<file path="src/rtl/four_digit_led_pkg.sv">
// Shared constants for the 4-digit LED driver: segment codes, message ROM
// contents, anode select patterns and the digit-index width.
package four_digit_led_pkg;

  localparam int DIGIT_W = 4;
  typedef logic [DIGIT_W-1:0] digit_t;
  typedef logic [1:0]         sel_t;

  // Active-low {a,b,c,d,e,f,g}
  localparam logic [6:0] SEG_0   = 7'b0000001;
  localparam logic [6:0] SEG_1   = 7'b1001111;
  localparam logic [6:0] SEG_2   = 7'b0010010;
  localparam logic [6:0] SEG_3   = 7'b0000110;
  localparam logic [6:0] SEG_4   = 7'b1001100;
  localparam logic [6:0] SEG_5   = 7'b0100100;
  localparam logic [6:0] SEG_6   = 7'b0100000;
  localparam logic [6:0] SEG_7   = 7'b0001111;
  localparam logic [6:0] SEG_8   = 7'b0000000;
  localparam logic [6:0] SEG_9   = 7'b0000100;
  localparam logic [6:0] SEG_A   = 7'b0001000;
  localparam logic [6:0] SEG_B   = 7'b1100000;
  localparam logic [6:0] SEG_C   = 7'b0110001;
  localparam logic [6:0] SEG_D   = 7'b1000010;
  localparam logic [6:0] SEG_E   = 7'b0110000;
  localparam logic [6:0] SEG_F   = 7'b0111000;
  localparam logic [6:0] SEG_OFF = 7'b1111111;

  // Entry i lives in nibble i
  localparam logic [63:0] MSG_ROM = 64'hFEDC_BA98_7654_3210;

  // {an3,an2,an1,an0}, active-low
  localparam logic [3:0] AN_DIG3 = 4'b0111;
  localparam logic [3:0] AN_DIG2 = 4'b1011;
  localparam logic [3:0] AN_DIG1 = 4'b1101;
  localparam logic [3:0] AN_DIG0 = 4'b1110;
  localparam logic [3:0] AN_OFF  = 4'b1111;

  function automatic digit_t msg_char(input digit_t idx);
    return MSG_ROM[{idx, 2'b00} +: DIGIT_W];
  endfunction

  function automatic logic [6:0] seg_encode(input digit_t v);
    case (v)
      4'h0: return SEG_0;
      4'h1: return SEG_1;
      4'h2: return SEG_2;
      4'h3: return SEG_3;
      4'h4: return SEG_4;
      4'h5: return SEG_5;
      4'h6: return SEG_6;
      4'h7: return SEG_7;
      4'h8: return SEG_8;
      4'h9: return SEG_9;
      4'hA: return SEG_A;
      4'hB: return SEG_B;
      4'hC: return SEG_C;
      4'hD: return SEG_D;
      4'hE: return SEG_E;
      default: return SEG_F;
    endcase
  endfunction

  function automatic logic [3:0] anode_pattern(input sel_t sel);
    case (sel)
      2'd0: return AN_DIG3;
      2'd1: return AN_DIG2;
      2'd2: return AN_DIG1;
      default: return AN_DIG0;
    endcase
  endfunction

endpackage

</file>
<file path="src/rtl/led_debouncer.sv">
// Push-button conditioning: two-flop synchronizer, debounce counter and a
// one-cycle pulse on each debounced press (0->1 of the stable value).
module led_debouncer #(
  parameter int DEBOUNCE_CYCLES = 16
) (
  input  logic clk,
  input  logic rst_n,
  input  logic button,
  output logic press
);

  localparam int CW = (DEBOUNCE_CYCLES > 1) ? $clog2(DEBOUNCE_CYCLES) : 1;

  logic          sync1_q, sync1_d;
  logic          sync2_q, sync2_d;
  logic          stable_q, stable_d;
  logic          press_q, press_d;
  logic [CW-1:0] cnt_q, cnt_d;

  always_comb begin
    sync1_d  = button;
    sync2_d  = sync1_q;
    stable_d = stable_q;
    cnt_d    = cnt_q;
    if (sync2_q == stable_q) begin
      cnt_d = '0;
    end else if (cnt_q == CW'(DEBOUNCE_CYCLES - 1)) begin
      stable_d = sync2_q;
      cnt_d    = '0;
    end else begin
      cnt_d = cnt_q + 1'b1;
    end
    press_d = stable_d & ~stable_q;
  end

  always_ff @(posedge clk or negedge rst_n) begin
    if (!rst_n) begin
      sync1_q  <= 1'b0;
      sync2_q  <= 1'b0;
      stable_q <= 1'b0;
      press_q  <= 1'b0;
      cnt_q    <= '0;
    end else begin
      sync1_q  <= sync1_d;
      sync2_q  <= sync2_d;
      stable_q <= stable_d;
      press_q  <= press_d;
      cnt_q    <= cnt_d;
    end
  end

  assign press = press_q;

endmodule

</file>
<file path="src/rtl/four_digit_led_driver.sv">
// Multiplexed 4-digit common-anode display scrolling a 16-char hex message.
// Define AUTO_SCROLL_EN to add a free-running scroll timer alongside the button.
module four_digit_led_driver
  import four_digit_led_pkg::*;
#(
  parameter int REFRESH_CYCLES  = 16,
  parameter int DEBOUNCE_CYCLES = 16
`ifdef AUTO_SCROLL_EN
  , parameter int SCROLL_CYCLES = 1024
`endif
) (
  input  logic clk,
  input  logic reset,
  input  logic button,
  output logic an3,
  output logic an2,
  output logic an1,
  output logic an0,
  output logic a,
  output logic b,
  output logic c,
  output logic d,
  output logic e,
  output logic f,
  output logic g,
  output logic dp
);

  localparam int RW = (REFRESH_CYCLES > 1) ? $clog2(REFRESH_CYCLES) : 1;

  logic          press;
  logic          step;
  logic          slot_end;
  digit_t        ptr_q, ptr_d;
  digit_t        disp_ptr_q, disp_ptr_d;
  logic [RW-1:0] ref_cnt_q, ref_cnt_d;
  sel_t          sel_q, sel_d;
  logic [3:0]    an_q, an_d;
  logic [6:0]    seg_q, seg_d;

  led_debouncer #(
    .DEBOUNCE_CYCLES(DEBOUNCE_CYCLES)
  ) u_debouncer (
    .clk   (clk),
    .rst_n (reset),
    .button(button),
    .press (press)
  );

`ifdef AUTO_SCROLL_EN
  localparam int SW = (SCROLL_CYCLES > 1) ? $clog2(SCROLL_CYCLES) : 1;
  logic [SW-1:0] scroll_cnt_q, scroll_cnt_d;
  logic          tick;

  always_comb begin
    tick         = (scroll_cnt_q == SW'(SCROLL_CYCLES - 1));
    scroll_cnt_d = tick ? '0 : scroll_cnt_q + 1'b1;
  end

  always_ff @(posedge clk or negedge reset) begin
    if (!reset) scroll_cnt_q <= '0;
    else        scroll_cnt_q <= scroll_cnt_d;
  end

  // A coincident press and tick still advance by only one
  assign step = press | tick;
`else
  assign step = press;
`endif

  // The pointer seen by the display is sampled at slot boundaries so a
  // scroll never changes the character of a digit mid-slot.
  always_comb begin
    slot_end   = (ref_cnt_q == RW'(REFRESH_CYCLES - 1));
    ptr_d      = step ? ptr_q + 1'b1 : ptr_q;
    ref_cnt_d  = slot_end ? '0 : ref_cnt_q + 1'b1;
    sel_d      = slot_end ? sel_q + 1'b1 : sel_q;
    disp_ptr_d = slot_end ? ptr_q : disp_ptr_q;
    an_d       = anode_pattern(sel_q);
    seg_d      = seg_encode(msg_char(disp_ptr_q + digit_t'(sel_q)));
  end

  always_ff @(posedge clk or negedge reset) begin
    if (!reset) begin
      ptr_q      <= '0;
      disp_ptr_q <= '0;
      ref_cnt_q  <= '0;
      sel_q      <= '0;
      an_q       <= AN_OFF;
      seg_q      <= SEG_OFF;
    end else begin
      ptr_q      <= ptr_d;
      disp_ptr_q <= disp_ptr_d;
      ref_cnt_q  <= ref_cnt_d;
      sel_q      <= sel_d;
      an_q       <= an_d;
      seg_q      <= seg_d;
    end
  end

  assign {an3, an2, an1, an0}  = an_q;
  assign {a, b, c, d, e, f, g} = seg_q;
  assign dp                    = 1'b1;

endmodule

</file>
<file path="config.mk">
export PLATFORM = sky130hd
export DESIGN_NAME = four_digit_led_driver
export DESIGN_NICKNAME = d
export VERILOG_FILES = /design/src/rtl/four_digit_led_pkg.sv /design/src/rtl/led_debouncer.sv /design/src/rtl/four_digit_led_driver.sv
export SDC_FILE = /design/constraint.sdc
export NUM_CORES = 1
export LEC_CHECK = 0
export CAP_MARGIN = 20
export CORE_ASPECT_RATIO = 0.8
export CORE_MARGIN = 3
export CORE_UTILIZATION = 40
export CTS_CLUSTER_SIZE = 16
export DETAILED_ROUTE_END_ITERATION = 8
export GPL_ROUTABILITY_DRIVEN = 1
export PLACE_DENSITY = 0.63
export SLEW_MARGIN = 20
export SYNTH_ARGS = -nofsm -noshare
export SYNTH_HDL_FRONTEND = slang
export SYNTH_SLANG_ARGS = --single-unit
export TNS_END_PERCENT = 30
</file>
<file path="constraint.sdc">
create_clock -name clk -period 4.7 [get_ports clk]
set_clock_uncertainty 0.15 [all_clocks]
set_input_delay 0.94 -clock clk [delete_from_list [all_inputs] [get_ports clk]]
set_output_delay 0.94 -clock clk [all_outputs]
set_load 0.02 [all_outputs]
</file>
## Word-level counts from Yosys, hierarchy flattened

Memories as Yosys holds them, arrays and structs flattened. A register that Yosys moved wholly into a read port is not among the register bits.
Cells that the tools add are included.

- Bits in registers: 26
- Memory bits (read-only): 112
- Input port bits: 3
- Output and inout port bits: 12
- Word-level logic and storage cells: 32
- Memories kept: 1

- Add/subtract/negate cells: 5
- Eq/ne operators: 5
- Shifts and indexed selects: 1
- Multiplexer cells: 6
- Bitwise gates (word level): 2
- Reduce and logical (&&, ||, !) cells: 2

Memory list:

| memory | depth | bits a word | rd ports | clocked after memory_dff | write ports | line | text |
|---|---|---|---|---|---|---|---|
| (no name shown) | 16 | 7 | 1 | 1 | 0 | four_digit_led_pkg.sv:43 | `case (v)` |

Operators with widths:

| kind | number |
|---|---|
| $shiftx A64 B7 Y4 const A | 1 |
| $add A4 B1 Y4 const B | 3 |
| $mux W4 | 3 |
| $pmux W4 S3 | 1 |
| $eq A4 B4 Y1 const B | 2 |
| $add A4 B2 Y4 | 1 |
| $add A2 B1 Y2 const B | 1 |
| $eq A2 B1 Y1 const B | 1 |
| $eq A2 B2 Y1 const B | 1 |
| $logic_not A2 Y1 | 1 |
| $mux W1 | 2 |
| $and A1 B1 Y1 | 1 |
| $eq A1 B1 Y1 | 1 |
| $logic_not A1 Y1 | 1 |
| $not A1 Y1 | 1 |

## Depth between registers and ports, before layout

Gate-level depths: netlist of the first run.

- Depth after elaboration: 4
- Depth in mapped cells: 8
- Gate-level depth less buffers: 8

## Modules after synthesis

Synthesis of the first run repeated with hierarchy kept, for this count alone.

- Cells, all modules: 121
- Area, all modules: 1,549.0 sq um

Modules (own cells, without submodules):

| module | times used | cells an instance | area an instance (sq um) | sequential area each (sq um) |
|---|---|---|---|---|
| four_digit_led_driver | 1 | 101 | 1,246.2 | 639.4 |
| led_debouncer | 1 | 20 | 302.8 | 200.2 |

## Least setup slack after synthesis of the first run

OpenSTA, ideal clock, no wires.

- Path type: register -> register
- From: reg sel_q[0]
- To: reg seg_q[6]
- Setup time: 0.084 ns
- Arrival: 1.885 ns
- Data required time: 4.466 ns
- Setup slack: 2.582 ns
- Stages on the path, launching flop included: 9
- Buffers on the path: 0
- Clock period less this slack: 2.118 ns
- Path through: dfrtp_1 ha_1 inv_1 fa_1 inv_1 ha_1 nand2_1 a21oi_1 a311o_1

- Longest elaborated chain between the ends: 2

RTL lines:

| element | line | text |
|---|---|---|
| start: declaration | four_digit_led_driver.sv:37 | `sel_t sel_q, sel_d;` |
| start signal: assignment | four_digit_led_driver.sv:95 | `sel_q <= sel_d;` |
| $add A4 B2 Y4 | four_digit_led_driver.sv:80 | `seg_d = seg_encode(msg_char(disp_ptr_q + digit_t'(sel_q)));` |
| $shiftx A64 B7 Y4 | four_digit_led_pkg.sv:39 | `return MSG_ROM[{idx, 2'b00} +: DIGIT_W];` |
| end: declaration | four_digit_led_driver.sv:39 | `logic [6:0] seg_q, seg_d;` |

No other way between the ends.
A chain may end at the register's enable or synchronous reset.

## Worst setup path after layout of the first run

- From: reg an_q[3]
- To: out an3

RTL lines:

| element | line | text |
|---|---|---|
| start: declaration | four_digit_led_driver.sv:38 | `logic [3:0] an_q, an_d;` |
| start signal: assignment | four_digit_led_driver.sv:96 | `an_q <= an_d;` |
| end: declaration | four_digit_led_driver.sv:15 | `output logic an3,` |

No word-level cell between the ends.

==> results of run 1 <==
==> worst min path at each step <==
stage | from | to | cells after the start
floorplan | u_debouncer.sync1_q | u_debouncer.sync2_q | 0
detailed placement | u_debouncer.sync1_q | u_debouncer.sync2_q | 0
global placement | u_debouncer.sync1_q | u_debouncer.sync2_q | 0
CTS | u_debouncer.sync1_q | u_debouncer.sync2_q | 0
global route | u_debouncer.sync1_q | u_debouncer.sync2_q | 0
finish | u_debouncer.sync1_q | u_debouncer.sync2_q | 0
==> layer usage <==
layer | vias to the layer above | share of wire, % | GRT usage, %
li1 | 458 | - | -
met2 | 24 | 45 | 17.5
met4 | 0 | 2.0 | 7.48
met3 | 5 | 5.5 | 4.40
met5 | - | 0 | 0
met1 | 446 | 47 | 13.9
==> power breakdown <==
part | internal, mW | leakage (nW) | switching [mW]
combinational | 0.00461 | 0.419 | 0.00826
sequential | 0.288 | 0.400 | 0.00248
clock | 0.132 | 0.0542 | 0.0914
total | 0.424 | 0.874 | 0.102
==> final cells by class <==
class / instances / area share (%)
sequential: 33 / 46.3
multi-input combinational: 76 / 35.4
timing repair buffer: 14 / 7.32
clock buffer: 7 / 5.31
tap: 42 / 2.90
inverter: 12 / 2.48
clock inverter: 1 / 0.276
==> state kept, by name (all words and copies together) (netlist names) <==
signal and cells:
seg_q 7, an_q 4, disp_ptr_q 4, ptr_q 4
ref_cnt_q 4, u_debouncer.cnt_q 4, sel_q 2, u_debouncer.press 1
u_debouncer.stable_q 1, u_debouncer.sync1_q 1, u_debouncer.sync2_q 1
==> cells by family (layout without fill, tap and decap cells) <==
family | count (synthesis) | count (layout)
flip-flops | 33 | 33
multiplexers | 11 | 11
other | 1 | 1
AND/OR/NAND/NOR | 21 | 21
AO/OA/AOI/OAI | 18 | 18
XOR/XNOR | 9 | 9
adder cells (fa/ha/maj) | 16 | 16
buffers and inverters | 14 | 34
==> cell usage after synthesis <==
master	count
sky130_fd_sc_hd__o32ai_1	1
sky130_fd_sc_hd__a31oi_1	1
sky130_fd_sc_hd__a21oi_1	5
sky130_fd_sc_hd__nor3b_1	2
sky130_fd_sc_hd__dfrtp_1	22
sky130_fd_sc_hd__inv_1	12
sky130_fd_sc_hd__o22ai_1	3
sky130_fd_sc_hd__xnor2_1	6
sky130_fd_sc_hd__o21ai_0	3
sky130_fd_sc_hd__a311o_1	2
sky130_fd_sc_hd__and3_1	1
sky130_fd_sc_hd__nor2_1	1
sky130_fd_sc_hd__conb_1	1
sky130_fd_sc_hd__a32oi_2	1
sky130_fd_sc_hd__fa_1	1
sky130_fd_sc_hd__o31ai_1	1
sky130_fd_sc_hd__buf_4	1
sky130_fd_sc_hd__xor2_1	3
sky130_fd_sc_hd__buf_6	1
sky130_fd_sc_hd__nand3_1	5
sky130_fd_sc_hd__mux2i_1	4
sky130_fd_sc_hd__nand4b_1	1
sky130_fd_sc_hd__nor2b_1	2
sky130_fd_sc_hd__nand4_1	1
sky130_fd_sc_hd__mux2_2	7
sky130_fd_sc_hd__dfstp_2	11
sky130_fd_sc_hd__ha_1	15
sky130_fd_sc_hd__a21o_1	1
sky130_fd_sc_hd__nand2_1	8
==> metrics by stage <==
stage | instance area (sq um) | power, mW | hold WS [ns]
detailed placement | 1720 | 0.309 | 0.189
global route | 1810 | 0.549 | 0.218
global placement | 1720 | 0.308 | 0.189
finish | 1810 | 0.527 | 0.204
floorplan | 1550 | 0.301 | 0.181
CTS | 1820 | 0.537 | 0.207
==> impl_metrics.csv, run 1 <==
group,metric,value,unit
outcome,run_status,"finished clean",
die,number_of_primary_i_o_pins,15,
setup_path,worstRegToRegCells,8,
routing,finalWirelength,2200,um
routing,vias,933,
logic_synthesis,post_synth_fa_ha_maj_area_fraction,13.4,%
logic_synthesis,yosys-mux-area-fraction,7.69,%
setup_path,worst-setup-path-type,"reg2out",
grt,first_global_vias,884,
logic_synthesis,post_synth_num_cell_types,29,
routing,first_pass_iters,4,
power,max-vdd-ir-drop,0.000176,V
power,power.static_leakage,0.874,nW
setup_path,worstPathRequired,3.61,ns
power,power_density,290,mW/mm^2
timing,worst-slew-pin-transition,0.699,ns
die,dieWidth,75.5,um
setup_path,crit_path_start_kind,"flip-flop",
layout,design.final.nets,161,
timing,pins_over_slew_limit,0,
logic_synthesis,synth_compound_gate_area_share,8.10,%
layout,layout_commonest_cell,"sky130_fd_sc_hd__dfrtp_1",
timing,finalHoldViolations,0,
layout,most_frequent_cells_in_the_layout,"sky130_fd_sc_hd__dfrtp_1 (22), sky130_fd_sc_hd__ha_1 (15), sky130_fd_sc_hd__inv_1 (12), sky130_fd_sc_hd__clkdlybuf4s50_1 (12), sky130_fd_sc_hd__dfstp_2 (11)",
layout,area_growth,17.3,%
logic_synthesis,synth_largest_type_area_fraction,35.6,%
setup_path,path_buf_inv,1,
timing,final.setup.tns,0,ns
layout,drive_gt1_share,20.3,%
logic_synthesis,synth_xor_xnor_area_share,5.10,%
place,place_congestion,0.741,
clocking,holdBufCountCts,0,
timing,post-route-min-period,2.47,ns
logic_synthesis,synth.cell_area,0.00155,sq mm
clocking,cts.repair.resized,0,
place,dpl_worst_slack,2.13,ns
setup_path,reg2reg_to,"seg_q[6]",
logic_synthesis,synth_simple_gate_area_share,6.96,%
setup_path,critical_path.reg2reg.startpoint,"sel_q[0]",
place,hpwl,1670,um
routing,drc,0,
setup_path,critical_path_depth,1,
grt,grt_max_degree,28,
timing,upper_clock_frequency_limit,405,MHz
timing,setup_viol,0,
setup_path,worst-r2r-setup-slack,2.37,ns
layout,stdcell_count,185,
logic_synthesis,synth-warning-count,0,
clocking,postCtsSetupRepairBufs,0,
die,die_y,61.6,um
routing,detail_route.vias_per_cell,5.04,
logic_synthesis,synth_seq_cells,33,
grt,grtUsageTotal,11.6,%
layout,num-fill-cells,313,
setup_path,crit_end,"an3",
grt,grt_antenna_before_repair,0,
logic_synthesis,sequential_to_total_area_share_from_yosys_stat,54.3,%
routing,wl_per_cell,11.9,um
clocking,clock_sinks,33,
die,initial_core_util,43.3,%
routing,number_of_antenna_violating_nets_in_the_routed_design,0,
setup_path,setup.worst_path.end_class,"output port",
die,rows,19,
setup_path,startpoint,"an_q[3]",
logic_synthesis,syn-mean-instance-area,12.6,sq um
clocking,clock_insertion_delay_worst_skew,0.28,ns
die,core_area,0.00357,sq mm
timing,tcrit_tclk_final,52.6,%
routing,drt_iter0_drc,20,
grt,grt-ovfl-total,0,
timing,worst_slack,2.23,ns
clocking,ctsRootBufferMaster,"sky130_fd_sc_hd__clkbuf_8",
layout,antenna_cells_inserted,0,
run,max_cap_violations,0,
setup_path,critical_path.slowest_cell,"sky130_fd_sc_hd__clkdlybuf4s50_1",
logic_synthesis,syn_nets,142,
die,dieArea,0.00465,sq mm
setup_path,series_of_cell_instances_along_the_critical_path,"clkdlybuf4s50_1",
logic_synthesis,syn_inst,123,
logic_synthesis,yosys-top-cells-area,"sky130_fd_sc_hd__dfrtp_1 (36%), sky130_fd_sc_hd__dfstp_2 (19%), sky130_fd_sc_hd__ha_1 (12%)",
logic_synthesis,netlist.top_cell.by_area,"sky130_fd_sc_hd__dfrtp_1",
timing,rsz0062_at_grt,"no",
layout,finish.utilization,50.8,%
clocking,cts.clk_slew.worst_paths,0.06,ns
clocking,cts_tree,"built",
setup_path,kind_of_cell_adding_the_most_delay_to_the_critical_path,"buffers and inverters",
setup_path,worst_path_arrival,1.38,ns
clocking,clock_path_buffers,2,
clocking,tritoncts.num_buffers,5,
grt,first_pass_grt_wire_length,3840,um
layout,multiInputGateArea,642,sq um
place,dpl.cell_count,177,
setup_path,critical_path_peak_fanout,1,
clocking,htree_num_levels,2,
place,port_buffers,13,
min_path,holdCritPathClass,"reg2reg",
timing,max-slew-margin-rel,53.4,%
logic_synthesis,largest_family_of_logic_cells_by_synthesized_area,"adder cells",
setup_path,max_stage_delay,0.59,ns
layout,ff_latch_area,840,sq um
No activity file was read; power rests on OpenSTA's default activity.
==> run 2, diff against run 1 <==
==> constraint.sdc (replaced) <==
create_clock -name clk -period 2.3 [get_ports clk]
set_clock_uncertainty 0.15 [all_clocks]
set_input_delay 0.46 -clock clk [delete_from_list [all_inputs] [get_ports clk]]
set_output_delay 0.46 -clock clk [all_outputs]
set_load 0.02 [all_outputs]
==> run 2 against run 1 <==
Against the previous run: total power grew 94%; sequential share of layout area shrank 0.35 points; critical path depth grew 7; via count grew 0.64%; die area is the same; clock-buffer cell count shrank 1; clock power grew 79%; non-clock buffer count grew 3; global-route usage grew 0.67 points; register-to-register slack lost 2.2 ns; final area grew 0.76%; critical path type is now reg2reg; critical endpoint is now seg_q[3]; largest cell class unchanged.
==> impl_metrics.csv, run 2 (synthesis results as in run 1) <==
group,metric,value,unit
outcome,run_status,"finished clean",
routing,first_pass_iters,6,
routing,drt_iter0_drc,71,
min_path,hold_path_startpoint,"u_debouncer.sync1_q",
layout,design.final.nets,164,
routing,number_of_antenna_violating_nets_in_the_routed_design,0,
timing,worst_slack,0.137,ns
setup_path,worstRegToRegCells,8,
routing,detail_route.vias_per_cell,4.99,
layout,antenna_cells_inserted,0,
min_path,hold_path_depth,0,
setup_path,worst-setup-path-type,"reg2reg",
run,max_cap_violations,0,
setup_path,reg2reg_to,"seg_q[3]",
clocking,htree_num_levels,2,
setup_path,setup.worst_path.end_class,"flip-flop",
power,power.static_leakage,0.875,nW
grt,first_global_vias,909,
clocking,ctsRootBufferMaster,"sky130_fd_sc_hd__clkbuf_8",
setup_path,worst_path_most_repeated_cell,"sky130_fd_sc_hd__inv_1",
clocking,tritoncts.num_buffers,5,
routing,vias,939,
layout,top_register,"seg_q",
grt,grtUsageTotal,12.2,%
grt,grt_max_degree,34,
setup_path,critical_path.slowest_cell,"sky130_fd_sc_hd__fa_2",
layout,drive_gt1_share,21.9,%
grt,grt_antenna_before_repair,0,
die,dieArea,0.00465,sq mm
layout,finish.utilization,51.2,%
place,dpl_worst_slack,0.104,ns
layout,ff_latch_area,840,sq um
setup_path,max_stage_delay,0.58,ns
routing,finalWirelength,2320,um
timing,finalHoldViolations,0,
timing,rsz0062_at_grt,"no",
setup_path,series_of_cell_instances_along_the_critical_path,"ha_2 > inv_1 > fa_2 > inv_1 > ha_1 > nand2_1 > a21oi_1 > a311o_1",
power,power_density,559,mW/mm^2
setup_path,path_buf_inv,2,
layout,multiInputGateArea,647,sq um
clocking,cts.clk_slew.worst_paths,0.06,ns
layout,max_reg_flops,7,
timing,setup_viol,0,
setup_path,worstPathRequired,2.35,ns
die,rows,19,
layout,most_frequent_cells_in_the_layout,"sky130_fd_sc_hd__dfrtp_1 (22), sky130_fd_sc_hd__ha_1 (14), sky130_fd_sc_hd__clkdlybuf4s50_1 (13)",
clocking,clock_sinks,33,
setup_path,worst_path_arrival,2.22,ns
layout,layout_commonest_cell,"sky130_fd_sc_hd__dfrtp_1",
place,port_buffers,13,
timing,final.setup.tns,0,ns
power,post-layout-total-power,1.02,mW
setup_path,crit_path_start_kind,"flip-flop",
timing,tcrit_tclk_final,94.0,%
setup_path,kind_of_cell_adding_the_most_delay_to_the_critical_path,"adder cells",
layout,num-fill-cells,307,
setup_path,worst-r2r-setup-slack,0.14,ns
grt,first_pass_grt_wire_length,4040,um
die,initial_core_util,43.3,%
timing,upper_clock_frequency_limit,462,MHz
routing,drc,0,
layout,area_growth,18.2,%
layout,stdcell_count,188,
power,max-vdd-ir-drop,0.000427,V
min_path,holdCritPathClass,"reg2reg",
die,die_y,61.6,um
die,core_area,0.00357,sq mm
routing,wl_per_cell,12.3,um
place,hpwl,1730,um
die,dieWidth,75.5,um
place,place_congestion,0.797,
grt,grt-ovfl-total,0,
clocking,clock_insertion_delay_worst_skew,0.28,ns
clocking,postCtsSetupRepairBufs,0,
setup_path,critical_path.reg2reg.startpoint,"disp_ptr_q[0]",
clocking,cts_tree,"built",
clocking,clock_path_buffers,2,
place,dpl.cell_count,180,
timing,post-route-min-period,2.16,ns
setup_path,critical_path_peak_fanout,5,
timing,pins_over_slew_limit,0,
die,number_of_primary_i_o_pins,15,
min_path,worstHoldEndpoint,"u_debouncer.sync2_q",
run 2: changes by cell type in the layout (fill, tap and decap cells not counted), sizes merged:
cell / change
clkdlybuf4s50: +1
clkbuf: -1
buf: +2
clkinv: +1
run 2: final cells by class:
type | count | area share, %
Clock buffer | 6 | 3.97
Clock inverter | 2 | 0.548
Inverter | 12 | 2.47
Multi-Input combinational cell | 76 | 35.4
Sequential cell | 33 | 46.0
Tap cell | 42 | 2.88
Timing Repair Buffer | 17 | 8.77
run 2: report_power, final:
part	total [mW]	internal, mW	switching [mW]
sequential	0.593	0.588	0.00521
clock	0.400	0.209	0.191
combinational	0.0275	0.0104	0.0170
run 2: repair_timing:
item,CTS,global route
endpoints found under the setup margin,0,2
hold buffers,0,0
resized for setup,0,2
run 2: per-stage QoR:
stage | area [sq um] | hold WS [ns]
after floorplan | 1550 | 0.0144
after global placement | 1740 | 0.190
after detailed placement | 1740 | 0.193
after CTS | 1820 | 0.208
after global routing | 1830 | 0.218
final | 1830 | 0.204
run 2: worst max path at each step:
stage               cells past startpoint          start  slack (ns)       end
floorplan                               8       sel_q[0]        0.18  seg_q[6]
global placement                        6  disp_ptr_q[0]        0.21  seg_q[6]
detailed placement                      8  disp_ptr_q[0]        0.10  seg_q[3]
CTS                                     8  disp_ptr_q[0]        0.09  seg_q[3]
global route                            8       sel_q[0]       0.004  seg_q[6]
finish                                  8  disp_ptr_q[0]        0.14  seg_q[3]
run 2: routing by layer:
layer	vias up	share of wire, %	routed length [um]	GRT usage (%)
met5	-	0	0	0
li1	467	-	-	-
met3	4	5.8	134	6.36
met1	442	46	1070	14.9
met4	0	1.5	34	5.24
met2	26	47	1080	18.3
